`config.mk`:
```
export PLATFORM = sky130hd
export DESIGN_NAME = ysyx_22050710_mem_arb_flat
export DESIGN_NICKNAME = d
export VERILOG_FILES = /design/src/rtl/ysyx_22050710_mem_pkg.sv /design/src/rtl/ysyx_22050710_mem_arb_if.sv /design/src/rtl/ysyx_22050710_rr_arb2.sv /design/src/rtl/ysyx_22050710_mem_arb.sv /design/src/flat_wrapper.sv
export SDC_FILE = /design/constraint.sdc
export NUM_CORES = 1
export LEC_CHECK = 0
export ABC_CLOCK_PERIOD_IN_PS = 3500
export CAP_MARGIN = 20
export CORE_AREA = 4 4 207 209
export CTS_BUF_LIST = sky130_fd_sc_hd__clkbuf_8
export CTS_CLUSTER_SIZE = 8
export DETAILED_ROUTE_END_ITERATION = 12
export DIE_AREA = 0 0 211 213
export GPL_TIMING_DRIVEN = 1
export SYNTH_ARGS = -nofsm -noshare
export SYNTH_HDL_FRONTEND = slang
export SYNTH_HIERARCHICAL = 1
export SYNTH_SLANG_ARGS = --single-unit
```
`constraint.sdc`:
```
create_clock -name i_clk -period 3.5 [get_ports i_clk]
set_clock_uncertainty 0.05 [all_clocks]
set_input_delay 0.7 -clock i_clk [delete_from_list [all_inputs] [get_ports i_clk]]
set_output_delay 0.7 -clock i_clk [all_outputs]
set_load 0.02 [all_outputs]
```
`src/rtl/ysyx_22050710_mem_pkg.sv`:
```
// Shared types for the data-memory arbiter: FSM states, owner encoding and
// default bus widths.
package ysyx_22050710_mem_pkg;

  localparam int DEF_AW = 64;
  localparam int DEF_DW = 64;

  typedef enum logic [1:0] {
    S_IDLE = 2'd0,
    S_WAIT = 2'd1,
    S_RESP = 2'd2
  } state_t;

  typedef enum logic {
    OWN_IF = 1'b0,
    OWN_LS = 1'b1
  } owner_t;

endpackage

```
`src/rtl/ysyx_22050710_mem_arb_if.sv`:
```
// Bus bundle around the arbiter: IF requester, LS requester and memory port.
// The slave modport is the arbiter's view; master is the surrounding system.
interface ysyx_22050710_mem_arb_if #(
  parameter int AW = 64,
  parameter int DW = 64
);
  logic            if_req;
  logic [AW-1:0]   if_addr;
  logic            if_gnt;
  logic            if_rvalid;
  logic [DW-1:0]   if_rdata;

  logic            ls_req;
  logic            ls_wen;
  logic [AW-1:0]   ls_addr;
  logic [DW-1:0]   ls_wdata;
  logic [DW/8-1:0] ls_wmask;
  logic            ls_gnt;
  logic            ls_rvalid;
  logic [DW-1:0]   ls_rdata;

  logic            mem_req;
  logic            mem_wen;
  logic [AW-1:0]   mem_addr;
  logic [DW-1:0]   mem_wdata;
  logic [DW/8-1:0] mem_wmask;
  logic            mem_ack;
  logic [DW-1:0]   mem_rdata;

  logic            err;

  modport slave (
    input  if_req, if_addr, ls_req, ls_wen, ls_addr, ls_wdata, ls_wmask,
           mem_ack, mem_rdata,
    output if_gnt, if_rvalid, if_rdata, ls_gnt, ls_rvalid, ls_rdata,
           mem_req, mem_wen, mem_addr, mem_wdata, mem_wmask, err
  );

  modport master (
    output if_req, if_addr, ls_req, ls_wen, ls_addr, ls_wdata, ls_wmask,
           mem_ack, mem_rdata,
    input  if_gnt, if_rvalid, if_rdata, ls_gnt, ls_rvalid, ls_rdata,
           mem_req, mem_wen, mem_addr, mem_wdata, mem_wmask, err
  );
endinterface

```
`src/rtl/ysyx_22050710_rr_arb2.sv`:
```
// Two-way round-robin arbiter; req[0] is IF, req[1] is LS.
// Priority only moves on a contested grant, and then goes to the loser.
module ysyx_22050710_rr_arb2
  import ysyx_22050710_mem_pkg::*;
(
  input  logic       clk,
  input  logic       rst,
  input  logic       en,
  input  logic [1:0] req,
  output logic [1:0] gnt
);

  owner_t prio;

  always_comb begin
    gnt = 2'b00;
    if (en) begin
      if (req[0] && (!req[1] || prio == OWN_IF)) gnt = 2'b01;
      else if (req[1])                          gnt = 2'b10;
    end
  end

  always_ff @(posedge clk) begin
    if (rst)                prio <= OWN_IF;
    else if (en && (&req))  prio <= gnt[0] ? OWN_LS : OWN_IF;
  end

endmodule

```
`src/rtl/ysyx_22050710_mem_arb.sv`:
```
// Shares one memory port between instruction fetch and load/store, one access
// at a time, with an ack timeout that completes the access with o_err.
//
//   state  | meaning
//   S_IDLE | grant one requester, latch its command
//   S_WAIT | drive mem request until ack or timeout
//   S_RESP | one-cycle rvalid (and err on timeout) to the owner
module ysyx_22050710_mem_arb
  import ysyx_22050710_mem_pkg::*;
#(
  parameter int AW      = DEF_AW,
  parameter int DW      = DEF_DW,
  parameter int TIMEOUT = 255
) (
  input  logic                 i_clk,
  input  logic                 i_rst,
  ysyx_22050710_mem_arb_if.slave bus
);

  localparam int MW = DW / 8;
  localparam int CW = $clog2(TIMEOUT + 1);

  state_t          state, state_nxt;
  owner_t          owner;
  logic [AW-1:0]   addr_q;
  logic            wen_q;
  logic [DW-1:0]   wdata_q;
  logic [MW-1:0]   wmask_q;
  logic [CW-1:0]   cnt;
  logic [CW-1:0]   cnt_inc;
  logic            err_q;
  logic [DW-1:0]   if_rdata_q;
  logic [DW-1:0]   ls_rdata_q;
  logic [DW-1:0]   rdata_cap;
  logic [1:0]      gnt;
  logic            arb_en;
  logic            timeout_hit;
  logic            in_wait;
  logic            in_resp;

  assign arb_en      = (state == S_IDLE) && !i_rst;
  assign in_wait     = (state == S_WAIT);
  assign in_resp     = (state == S_RESP);
  assign cnt_inc     = cnt + CW'(1);
  assign timeout_hit = (cnt_inc == CW'(TIMEOUT));
  assign rdata_cap   = wen_q ? '0 : bus.mem_rdata;

  ysyx_22050710_rr_arb2 u_arb (
    .clk (i_clk),
    .rst (i_rst),
    .en  (arb_en),
    .req ({bus.ls_req, bus.if_req}),
    .gnt (gnt)
  );

  always_comb begin
    state_nxt = state;
    case (state)
      S_IDLE:  if (|gnt) state_nxt = S_WAIT;
      S_WAIT:  if (bus.mem_ack || timeout_hit) state_nxt = S_RESP;
      S_RESP:  state_nxt = S_IDLE;
      default: state_nxt = S_IDLE;
    endcase
  end

  always_ff @(posedge i_clk) begin
    if (i_rst) begin
      state      <= S_IDLE;
      owner      <= OWN_IF;
      addr_q     <= '0;
      wen_q      <= 1'b0;
      wdata_q    <= '0;
      wmask_q    <= '0;
      cnt        <= '0;
      err_q      <= 1'b0;
      if_rdata_q <= '0;
      ls_rdata_q <= '0;
    end else begin
      state <= state_nxt;
      case (state)
        S_IDLE: begin
          if (gnt[0]) begin
            owner   <= OWN_IF;
            addr_q  <= bus.if_addr;
            wen_q   <= 1'b0;
            wdata_q <= '0;
            wmask_q <= '1;
          end else if (gnt[1]) begin
            owner   <= OWN_LS;
            addr_q  <= bus.ls_addr;
            wen_q   <= bus.ls_wen;
            wdata_q <= bus.ls_wdata;
            wmask_q <= bus.ls_wmask;
          end
        end
        S_WAIT: begin
          cnt <= cnt_inc;
          // an ack on the timeout cycle still wins: normal completion
          if (bus.mem_ack) begin
            err_q <= 1'b0;
            if (owner == OWN_IF) if_rdata_q <= rdata_cap;
            else                 ls_rdata_q <= rdata_cap;
          end else if (timeout_hit) begin
            err_q <= 1'b1;
            if (owner == OWN_IF) if_rdata_q <= '0;
            else                 ls_rdata_q <= '0;
          end
        end
        S_RESP: begin
          cnt   <= '0;
          err_q <= 1'b0;
        end
        default: ;
      endcase
    end
  end

  assign bus.if_gnt    = gnt[0];
  assign bus.ls_gnt    = gnt[1];
  assign bus.mem_req   = in_wait;
  assign bus.mem_wen   = in_wait & wen_q;
  assign bus.mem_addr  = in_wait ? addr_q  : '0;
  assign bus.mem_wdata = in_wait ? wdata_q : '0;
  assign bus.mem_wmask = in_wait ? wmask_q : '0;
  assign bus.if_rvalid = in_resp && (owner == OWN_IF);
  assign bus.ls_rvalid = in_resp && (owner == OWN_LS);
  assign bus.err       = in_resp && err_q;
  assign bus.if_rdata  = if_rdata_q;
  assign bus.ls_rdata  = ls_rdata_q;

endmodule
```
`src/flat_wrapper.sv`:
```
// flat-port wrapper written by rule: the top's interface ports become plain ports
module ysyx_22050710_mem_arb_flat import ysyx_22050710_mem_pkg::*;
#(
  parameter int AW      = DEF_AW,
  parameter int DW      = DEF_DW,
  parameter int TIMEOUT = 255
)
  (i_clk, i_rst, bus_if_req, bus_if_addr, bus_ls_req, bus_ls_wen, bus_ls_addr, bus_ls_wdata, bus_ls_wmask, bus_mem_ack, bus_mem_rdata, bus_if_gnt, bus_if_rvalid, bus_if_rdata, bus_ls_gnt, bus_ls_rvalid, bus_ls_rdata, bus_mem_req, bus_mem_wen, bus_mem_addr, bus_mem_wdata, bus_mem_wmask, bus_err);
  ysyx_22050710_mem_arb_if #(.AW(AW), .DW(DW)) bus_i ();
  input  logic i_clk;
  input  logic i_rst;
  input wire logic [$bits(bus_i.if_req)-1:0] bus_if_req;
  input wire logic [$bits(bus_i.if_addr)-1:0] bus_if_addr;
  input wire logic [$bits(bus_i.ls_req)-1:0] bus_ls_req;
  input wire logic [$bits(bus_i.ls_wen)-1:0] bus_ls_wen;
  input wire logic [$bits(bus_i.ls_addr)-1:0] bus_ls_addr;
  input wire logic [$bits(bus_i.ls_wdata)-1:0] bus_ls_wdata;
  input wire logic [$bits(bus_i.ls_wmask)-1:0] bus_ls_wmask;
  input wire logic [$bits(bus_i.mem_ack)-1:0] bus_mem_ack;
  input wire logic [$bits(bus_i.mem_rdata)-1:0] bus_mem_rdata;
  output wire logic [$bits(bus_i.if_gnt)-1:0] bus_if_gnt;
  output wire logic [$bits(bus_i.if_rvalid)-1:0] bus_if_rvalid;
  output wire logic [$bits(bus_i.if_rdata)-1:0] bus_if_rdata;
  output wire logic [$bits(bus_i.ls_gnt)-1:0] bus_ls_gnt;
  output wire logic [$bits(bus_i.ls_rvalid)-1:0] bus_ls_rvalid;
  output wire logic [$bits(bus_i.ls_rdata)-1:0] bus_ls_rdata;
  output wire logic [$bits(bus_i.mem_req)-1:0] bus_mem_req;
  output wire logic [$bits(bus_i.mem_wen)-1:0] bus_mem_wen;
  output wire logic [$bits(bus_i.mem_addr)-1:0] bus_mem_addr;
  output wire logic [$bits(bus_i.mem_wdata)-1:0] bus_mem_wdata;
  output wire logic [$bits(bus_i.mem_wmask)-1:0] bus_mem_wmask;
  output wire logic [$bits(bus_i.err)-1:0] bus_err;
  assign bus_i.if_req = bus_if_req;
  assign bus_i.if_addr = bus_if_addr;
  assign bus_i.ls_req = bus_ls_req;
  assign bus_i.ls_wen = bus_ls_wen;
  assign bus_i.ls_addr = bus_ls_addr;
  assign bus_i.ls_wdata = bus_ls_wdata;
  assign bus_i.ls_wmask = bus_ls_wmask;
  assign bus_i.mem_ack = bus_mem_ack;
  assign bus_i.mem_rdata = bus_mem_rdata;
  assign bus_if_gnt = bus_i.if_gnt;
  assign bus_if_rvalid = bus_i.if_rvalid;
  assign bus_if_rdata = bus_i.if_rdata;
  assign bus_ls_gnt = bus_i.ls_gnt;
  assign bus_ls_rvalid = bus_i.ls_rvalid;
  assign bus_ls_rdata = bus_i.ls_rdata;
  assign bus_mem_req = bus_i.mem_req;
  assign bus_mem_wen = bus_i.mem_wen;
  assign bus_mem_addr = bus_i.mem_addr;
  assign bus_mem_wdata = bus_i.mem_wdata;
  assign bus_mem_wmask = bus_i.mem_wmask;
  assign bus_err = bus_i.err;
  ysyx_22050710_mem_arb #(.AW(AW), .DW(DW), .TIMEOUT(TIMEOUT)) u_core (.i_clk(i_clk), .i_rst(i_rst), .bus(bus_i));
endmodule
```
== After elaboration in Yosys (flattened, before gate mapping) ==
Index checks and enable logic that the tools add are counted.

* $add $sub $neg: 1
* $mul: 0
* Div/mod/pow operators: 0
* $lt $le $gt $ge: 0
* Equal/unequal tests: 6
* Shifts and indexed selects: 0
* Muxes and demuxes: 33
* Bitwise operators: 3
* Reduce and logical (&&, ||, !) cells: 21

{| class="wikitable"
|+ Operators with widths
! kind !! number
|-
| $mux W64 || 15
|-
| $mux W8 || 3
|-
| $pmux W8 S2 || 1
|-
| $mux W2 || 5
|-
| $add A8 B1 Y8 const B || 1
|-
| $eq A8 B8 Y1 const B || 1
|-
| $reduce_and A2 Y1 || 4
|-
| $mux W1 || 7
|-
| $logic_and A1 B1 Y1 || 6
|-
| $reduce_and A3 Y1 || 2
|-
| $reduce_bool A2 Y1 || 3
|-
| $ne A2 B2 Y1 const B || 2
|-
| $pmux W2 S2 || 1
|-
| $ne A3 B2 Y1 const B || 1
|-
| $eq A2 B1 Y1 const B || 1
|-
| $eq A2 B2 Y1 const B || 1
|-
| $logic_not A1 Y1 || 2
|-
| $logic_not A2 Y1 || 1
|-
| $logic_or A1 B1 Y1 || 2
|-
| $not A1 Y1 || 2
|-
| $pmux W1 S2 || 1
|-
| $reduce_or A2 Y1 || 1
|-
| $and A1 B1 Y1 || 1
|}

* Flip-flop bits (word level): 278
* Bits in latches: 0
* Bits in writable memories: 0
* Bits in read-only memories: 0
* Input bits: 270
* Output and inout port bits: 271
* Logic and storage cells: 75
* Memories kept: 0

== Logic depth before layout (Yosys ltp) ==
* Depth after elaboration: 8
* Gate-level depth with buffers: 13
* Gate-level depth less buffers: 8

== Hierarchy ==
Netlist, hierarchy kept.

{| class="wikitable"
|+ By module, submodules not included
! module !! times used !! cells an instance !! area an instance (sq um) !! sequential area each (sq um)
|-
| ysyx_22050710_mem_arb || 1 || 1352 || 12398.1 || 5545.3
|-
| ysyx_22050710_rr_arb2 || 1 || 10 || 72.6 || 20.0
|}

== Worst setup path before layout ==
No wires, ideal clock.

* Path type: in2reg
* Start: input port i_rst
* End: register u_core.addr_q[0]
* Library setup time: 0.137 ns
* Arrival: 3.160 ns
* Slack: 0.153 ns
* Stages on the path: 11
* Buffers on the path: 6
* Path through: clkbuf_1 -> clkbuf_1 -> clkbuf_1 -> nor2b_1 -> nand2_1 -> a21oi_1 -> clkbuf_1 -> clkbuf_1 -> clkbuf_1 -> mux2i_1 -> a211oi_1

* Word-level cells in the longest chain between the ends: 5
* Elaborated cells on any way between the ends: 6
* Those cells by class: mux: 2; reduce/logical: 4

{| class="wikitable"
|+ Ends and longest elaborated chain
! what !! RTL line !! RTL
|-
| start: declaration || flat_wrapper.sv:11 || <nowiki>input logic i_rst;</nowiki>
|-
| $logic_not A1 Y1 (*) || ysyx_22050710_mem_arb.sv:41 || <nowiki>assign arb_en = (state == S_IDLE) && !i_rst;</nowiki>
|-
| $logic_and A1 B1 Y1 (*) || ysyx_22050710_mem_arb.sv:41 ||
|-
| named net u_core.arb_en || ysyx_22050710_mem_arb.sv:36 || <nowiki>logic arb_en;</nowiki>
|-
| $mux W2 (*) || ysyx_22050710_rr_arb2.sv:17 || <nowiki>if (en) begin</nowiki>
|-
| named net bus_if_gnt || flat_wrapper.sv:21 || <nowiki>output wire logic [$bits(bus_i.if_gnt)-1:0] bus_if_gnt;</nowiki>
|-
| $reduce_bool A2 Y1 (no line) || n/a ||
|-
| $reduce_and A2 Y1 (no line) || n/a ||
|-
| end signal: assignment || ysyx_22050710_mem_arb.sv:84 || <nowiki>addr_q <= bus.if_addr;</nowiki>
|-
| end signal: assignment || ysyx_22050710_mem_arb.sv:90 || <nowiki>addr_q <= bus.ls_addr;</nowiki>
|-
| end: declaration || ysyx_22050710_mem_arb.sv:25 || <nowiki>logic [AW-1:0] addr_q;</nowiki>
|}

The timed path passes the listed nets; every way through them passes the cells marked *.
A chain may end at the register's enable or synchronous reset.

== Final worst setup path ==
* Start: register u_core.state[1]
* End: output port bus_ls_gnt

* Word-level cells in the longest chain between the ends: 3

{| class="wikitable"
|+ Ends and longest elaborated chain
! what !! RTL line !! RTL
|-
| start: declaration || ysyx_22050710_mem_arb.sv:23 || <nowiki>state_t state, state_nxt;</nowiki>
|-
| start signal: assignment || ysyx_22050710_mem_arb.sv:79 || <nowiki>state <= state_nxt;</nowiki>
|-
| $logic_not A2 Y1 || ysyx_22050710_mem_arb.sv:41 ||
|-
| $logic_and A1 B1 Y1 || ysyx_22050710_mem_arb.sv:41 ||
|-
| named net u_core.arb_en || ysyx_22050710_mem_arb.sv:36 ||
|-
| $mux W2 || ysyx_22050710_rr_arb2.sv:17 ||
|-
| end: declaration || flat_wrapper.sv:24 || <nowiki>output wire logic [$bits(bus_i.ls_gnt)-1:0] bus_ls_gnt;</nowiki>
|}

The timed path passes the listed nets, and every way through them passes these cells.

==> out/metrics.sh <==
CRITICAL_PATH_ARRIVAL_NS=2.54
DIEAREA_SQ_UM=44900
ROUTED-VIA-COUNT=11374
DRT_DRC=0
YOSYS_MOST_USED_DFF='sky130_fd_sc_hd__dfxtp_1'
FIN_CRIT_SH_PCT=94.0
POWER.DENSITY_CELL_AREA_nW_PER_UM2=445
PORT_BUFFERS=540
FLOORPLAN.IO_PINS=541
R2R.WORST_PATH.CELLS=8
GLOBAL_ROUTE_WIRE_LENGTH_BEFORE_REPAIR_UM=67300
TIMING.SETUP.TNS_NS=0
H_TREE_LEVEL_COUNT=2
POST_ROUTE_UTILIZATION_PCT=47.8
CTS-BUFFERS-INSERTED=50
SHARE_OF_FINAL_LAYOUT_STANDARD_CELLS_STRONGER_THAN_DRIVE_STRENGTH_1_PCT=6.43
TIMING.MAX_CAP.VIOLATIONS=0
POWER.SEQUENTIAL.FRACTION_PCT=41.1
FINALWORSTPATHREQUIREDPERIOD_NS=3.29
CRIT_PATH_MAX_FANOUT=5
MAX_STAGE_DELAY_NS=0.66
TIMING_HOLD_VIOLATIONS_FINAL=0
GRT_OVERFLOW=0
NUM_ROWS=74
FAMILY_WITH_THE_MOST_DELAY_ON_THE_WORST_PATH='buffers and inverters'
SYN_NETS=1637
SETUP_REPAIR_AFTER_GLOBAL_ROUTING_MISSED_ITS_MARGIN='false'
SETUP.WORST_PATH.START_CLASS='flip-flop'
DRT-VIAS-PER-INSTANCE=4.64
POWER_SWITCHING_SHARE_PCT=28.9
DRTITER0DRC=627
ASYNC_RESET_FF_SHARE_PCT=0
FINAL_NETS=2149
STARTPOINT_TO_ENDPOINT_CLASS_OF_THE_CRITICAL_PATH='flip-flop to output pin'
REGTOREGSTARTPOINT='u_core/cnt[0]'
MAX_SLEW.WORST_PIN.SLEW_NS=0.933
SLEW-LIMIT-HEADROOM_PCT=37.6
CELL_INTERNAL_PWR_W=0.00619
DETAILEDROUTE.FIRSTPASSITERATIONCOUNT=4
FIRST_GLOBAL_VIAS=11387
INITIAL_CORE_UTIL_PCT=30.5
YOSYSUNIQUECELLTYPES=42
POST_SYNTHESIS_INSTANCE_AREA_SQ_UM=12500
PLACE_CONGESTION=0.822
AVG_WL_PER_CELL_UM=18.9
CRIT_CHAIN='inv_1 > ha_2 > nor2b_4 > nand2_1 > a21oi_2 > clkdlybuf4s50_1'
GRTUSAGETOTAL_PCT=19.3
COMB_POWER_SHARE_PCT=22.9
MAXCLOCKFREQUENCY_GHz=0.304
OUTCOME='finished clean'
SYNTHCELLS=1362
GRT_START_MAX_NET_PINS=167
POSTSYNTHAREAPERCELL_SQ_UM=9.16
HOLD_END='u_core/wdata_q[34]'
CLKTRANSATPATHREGS_NS=0.06
STATIC-LEAKAGE-POWER_nW=6.79
REGISTER_BIT_TOTAL_FROM_SYNTHESIS=278
YOSYS_WARNINGS=6
ENDPOINT_OF_THE_MOST_CRITICAL_REGISTER_TO_REGISTER_PATH='u_core/bus.if_rdata[62]'
LAYOUT.CELLS.MOST_COMMON='sky130_fd_sc_hd__clkdlybuf4s50_1'
SLEW_VIOLATIONS=0
SETUP.REG_TO_REG.WORST_SLACK_NS=0.71
REQUIRED_NS=2.75
HOLD_PATH_STARTPOINT='u_core/wdata_q[34]'
DIE_HEIGHT_UM=213
WHS_PATH_CELLS=2
SWITCHING_POWER_W=0.00251
SYNTHTOLAYOUTAREAGROWTH_PCT=56.7
CHIPWIDTH_UM=211
SETUP_VIOL_COUNT_FINAL=0
FINAL_CELL_MIX='539 x sky130_fd_sc_hd__clkdlybuf4s50_1, 278 x sky130_fd_sc_hd__dfxtp_1, 192 x sky130_fd_sc_hd__mux2i_1'
ANT_NETS=0
SLOWEST_STAGE='sky130_fd_sc_hd__clkdlybuf4s50_1'
CLOCK-ROOT-BUFFER='sky130_fd_sc_hd__clkbuf_8'
WORST_HOLD_SLACK_NS=0.395
ROUTED_WIRELENGTH_UM=46300
CLOCK_LATENCY_NS=0.59
PWR-SHARE-CLK_PCT=36.0
SYNTH_EDF_COUNT=0
CLOCK_SINKS=278
PLACE_HPWL_UM=34000
CTS.PATH.MAX_BUFFERS=3
CTS_TREE='done'
GRT_ANTENNA_BEFORE_REPAIR=15
PLACEABLECOREAREA_SQ_UM=40800
POSTCTSHOLDBUFS=0
CRIT_BUF_INV=2
CP-END-KIND='output pin'
HP-CLASS='flip-flop to flip-flop'
VDD_DROP_MAX_mV=0.278
SYNTH.YOSYS.SEQ_AREA_SHARE_PCT=44.6
[kinds of logic (layout without fill, tap and decap cells)]
group	count (synthesis)	after routing	synth area share, %
muxes	193	193	15.5
adders and majority gates	5	5	0.502
AOI/OAI and AO/OA	162	162	8.03
xor gates and xnor gates	1	1	0.0702
DFF	278	278	44.6
and+or+nand+nor	601	601	26.4
other	0	6	0
buffers and inverters	122	673	4.84
[routing by layer]
metal / vias to the layer above / track usage (%) / share of wire [%]
met5: - / 0 / 0.22
met4: 16 / 7.44 / 3.5
met3: 91 / 8.33 / 9.8
met2: 423 / 32.0 / 47
met1: 5216 / 21.9 / 40
li1: 5628 / - / -
[synth_stat cells (2+ instances only)]
| master | n | area share (%) |
|---|---|---|
| sky130_fd_sc_hd__nor3_1 | 20 | 0.80 |
| sky130_fd_sc_hd__nand3b_1 | 66 | 4.0 |
| sky130_fd_sc_hd__nor3b_1 | 3 | 0.18 |
| sky130_fd_sc_hd__buf_8 | 12 | 1.4 |
| sky130_fd_sc_hd__nor2b_1 | 3 | 0.15 |
| sky130_fd_sc_hd__nand2_1 | 134 | 4.0 |
| sky130_fd_sc_hd__dfxtp_1 | 278 | 45 |
| sky130_fd_sc_hd__o21ai_0 | 10 | 0.40 |
| sky130_fd_sc_hd__nand3_1 | 2 | 0.080 |
| sky130_fd_sc_hd__inv_1 | 7 | 0.21 |
| sky130_fd_sc_hd__nand4_1 | 3 | 0.15 |
| sky130_fd_sc_hd__buf_1 | 2 | 0.060 |
| sky130_fd_sc_hd__mux2i_1 | 192 | 15 |
| sky130_fd_sc_hd__and4b_1 | 2 | 0.16 |
| sky130_fd_sc_hd__o21a_1 | 2 | 0.12 |
| sky130_fd_sc_hd__buf_2 | 2 | 0.080 |
| sky130_fd_sc_hd__nor2_1 | 87 | 2.6 |
| sky130_fd_sc_hd__ha_1 | 5 | 0.50 |
| sky130_fd_sc_hd__a21oi_1 | 78 | 3.1 |
| sky130_fd_sc_hd__and2_1 | 139 | 7.0 |
| sky130_fd_sc_hd__nand2b_1 | 131 | 6.6 |
| sky130_fd_sc_hd__nor4_1 | 3 | 0.15 |
| sky130_fd_sc_hd__a211oi_1 | 65 | 3.9 |
| sky130_fd_sc_hd__clkbuf_1 | 98 | 2.9 |
[metrics by stage]
step,worst slack [ns],instances,power (W),instance area (sq um)
floorplan,0.153,1362,0.00473,12500
global placement,0.380,2352,0.00561,18400
detailed placement,0.376,2352,0.00564,18400
CTS,0.00691,2445,0.00885,19500
global route,0.0729,2447,0.00919,19500
finish,0.210,2451,0.00870,19500
[power groups by stage]
stage | logic (W) | registers [W] | clock network (W)
finish | 0.00199 | 0.00358 | 0.00314
global route | 0.00217 | 0.00361 | 0.00341
floorplan | 0.00110 | 0.00363 | 0
global placement | 0.00197 | 0.00363 | 0
CTS | 0.00201 | 0.00358 | 0.00327
detailed placement | 0.00199 | 0.00364 | 0
[cell type report]
type	instances	area [sq um]
inverter	7	26.3
clock buffer	71	977
timing repair buffer	575	5840
antenna	6	15.0
clock inverter	20	77.6
tap	532	666
fill	3958	21300
multi-input combinational	962	6370
sequential	278	5570
[tightest hold or removal path, delay by kind of cell, from the launching register on]
kind | cells | cell delay [ns]
and+or+nand+nor | 1 | 0.05
AOI/OAI and AO/OA | 1 | 0.05
DFF | 1 | 0.30
[how the worst max path moves through the flow]
stage	start	endpoint	slack, ns	depth (start not counted)
floorplan	i_rst	u_core/addr_q[0]	0.15	11
global placement	bus_ls_req	bus_ls_gnt	0.38	4
detailed placement	i_rst	bus_if_gnt	0.38	5
CTS	u_core/state[1]	bus_ls_gnt	0.007	6
global route	u_core/state[1]	bus_ls_gnt	0.07	6
finish	u_core/state[1]	bus_ls_gnt	0.21	6
[registers in the layout (all words and copies together) (netlist names)]
register             flops
u_core/bus.ls_rdata     64
u_core/owner             1
u_core/wen_q             1
u_core/u_arb/prio        1
u_core/err_q             1
u_core/addr_q           64
u_core/bus.if_rdata     64
u_core/wdata_q          64
u_core/cnt               8
u_core/state             2
u_core/wmask_q           8
[repair_timing]
action	4_1_cts	5_1_grt
buffers inserted	2	0
endpoints found under the setup margin	23	4
cloned	0	0
pin swaps	0	0
resized for setup	2	3
No activity file was read; power rests on OpenSTA's default activity.
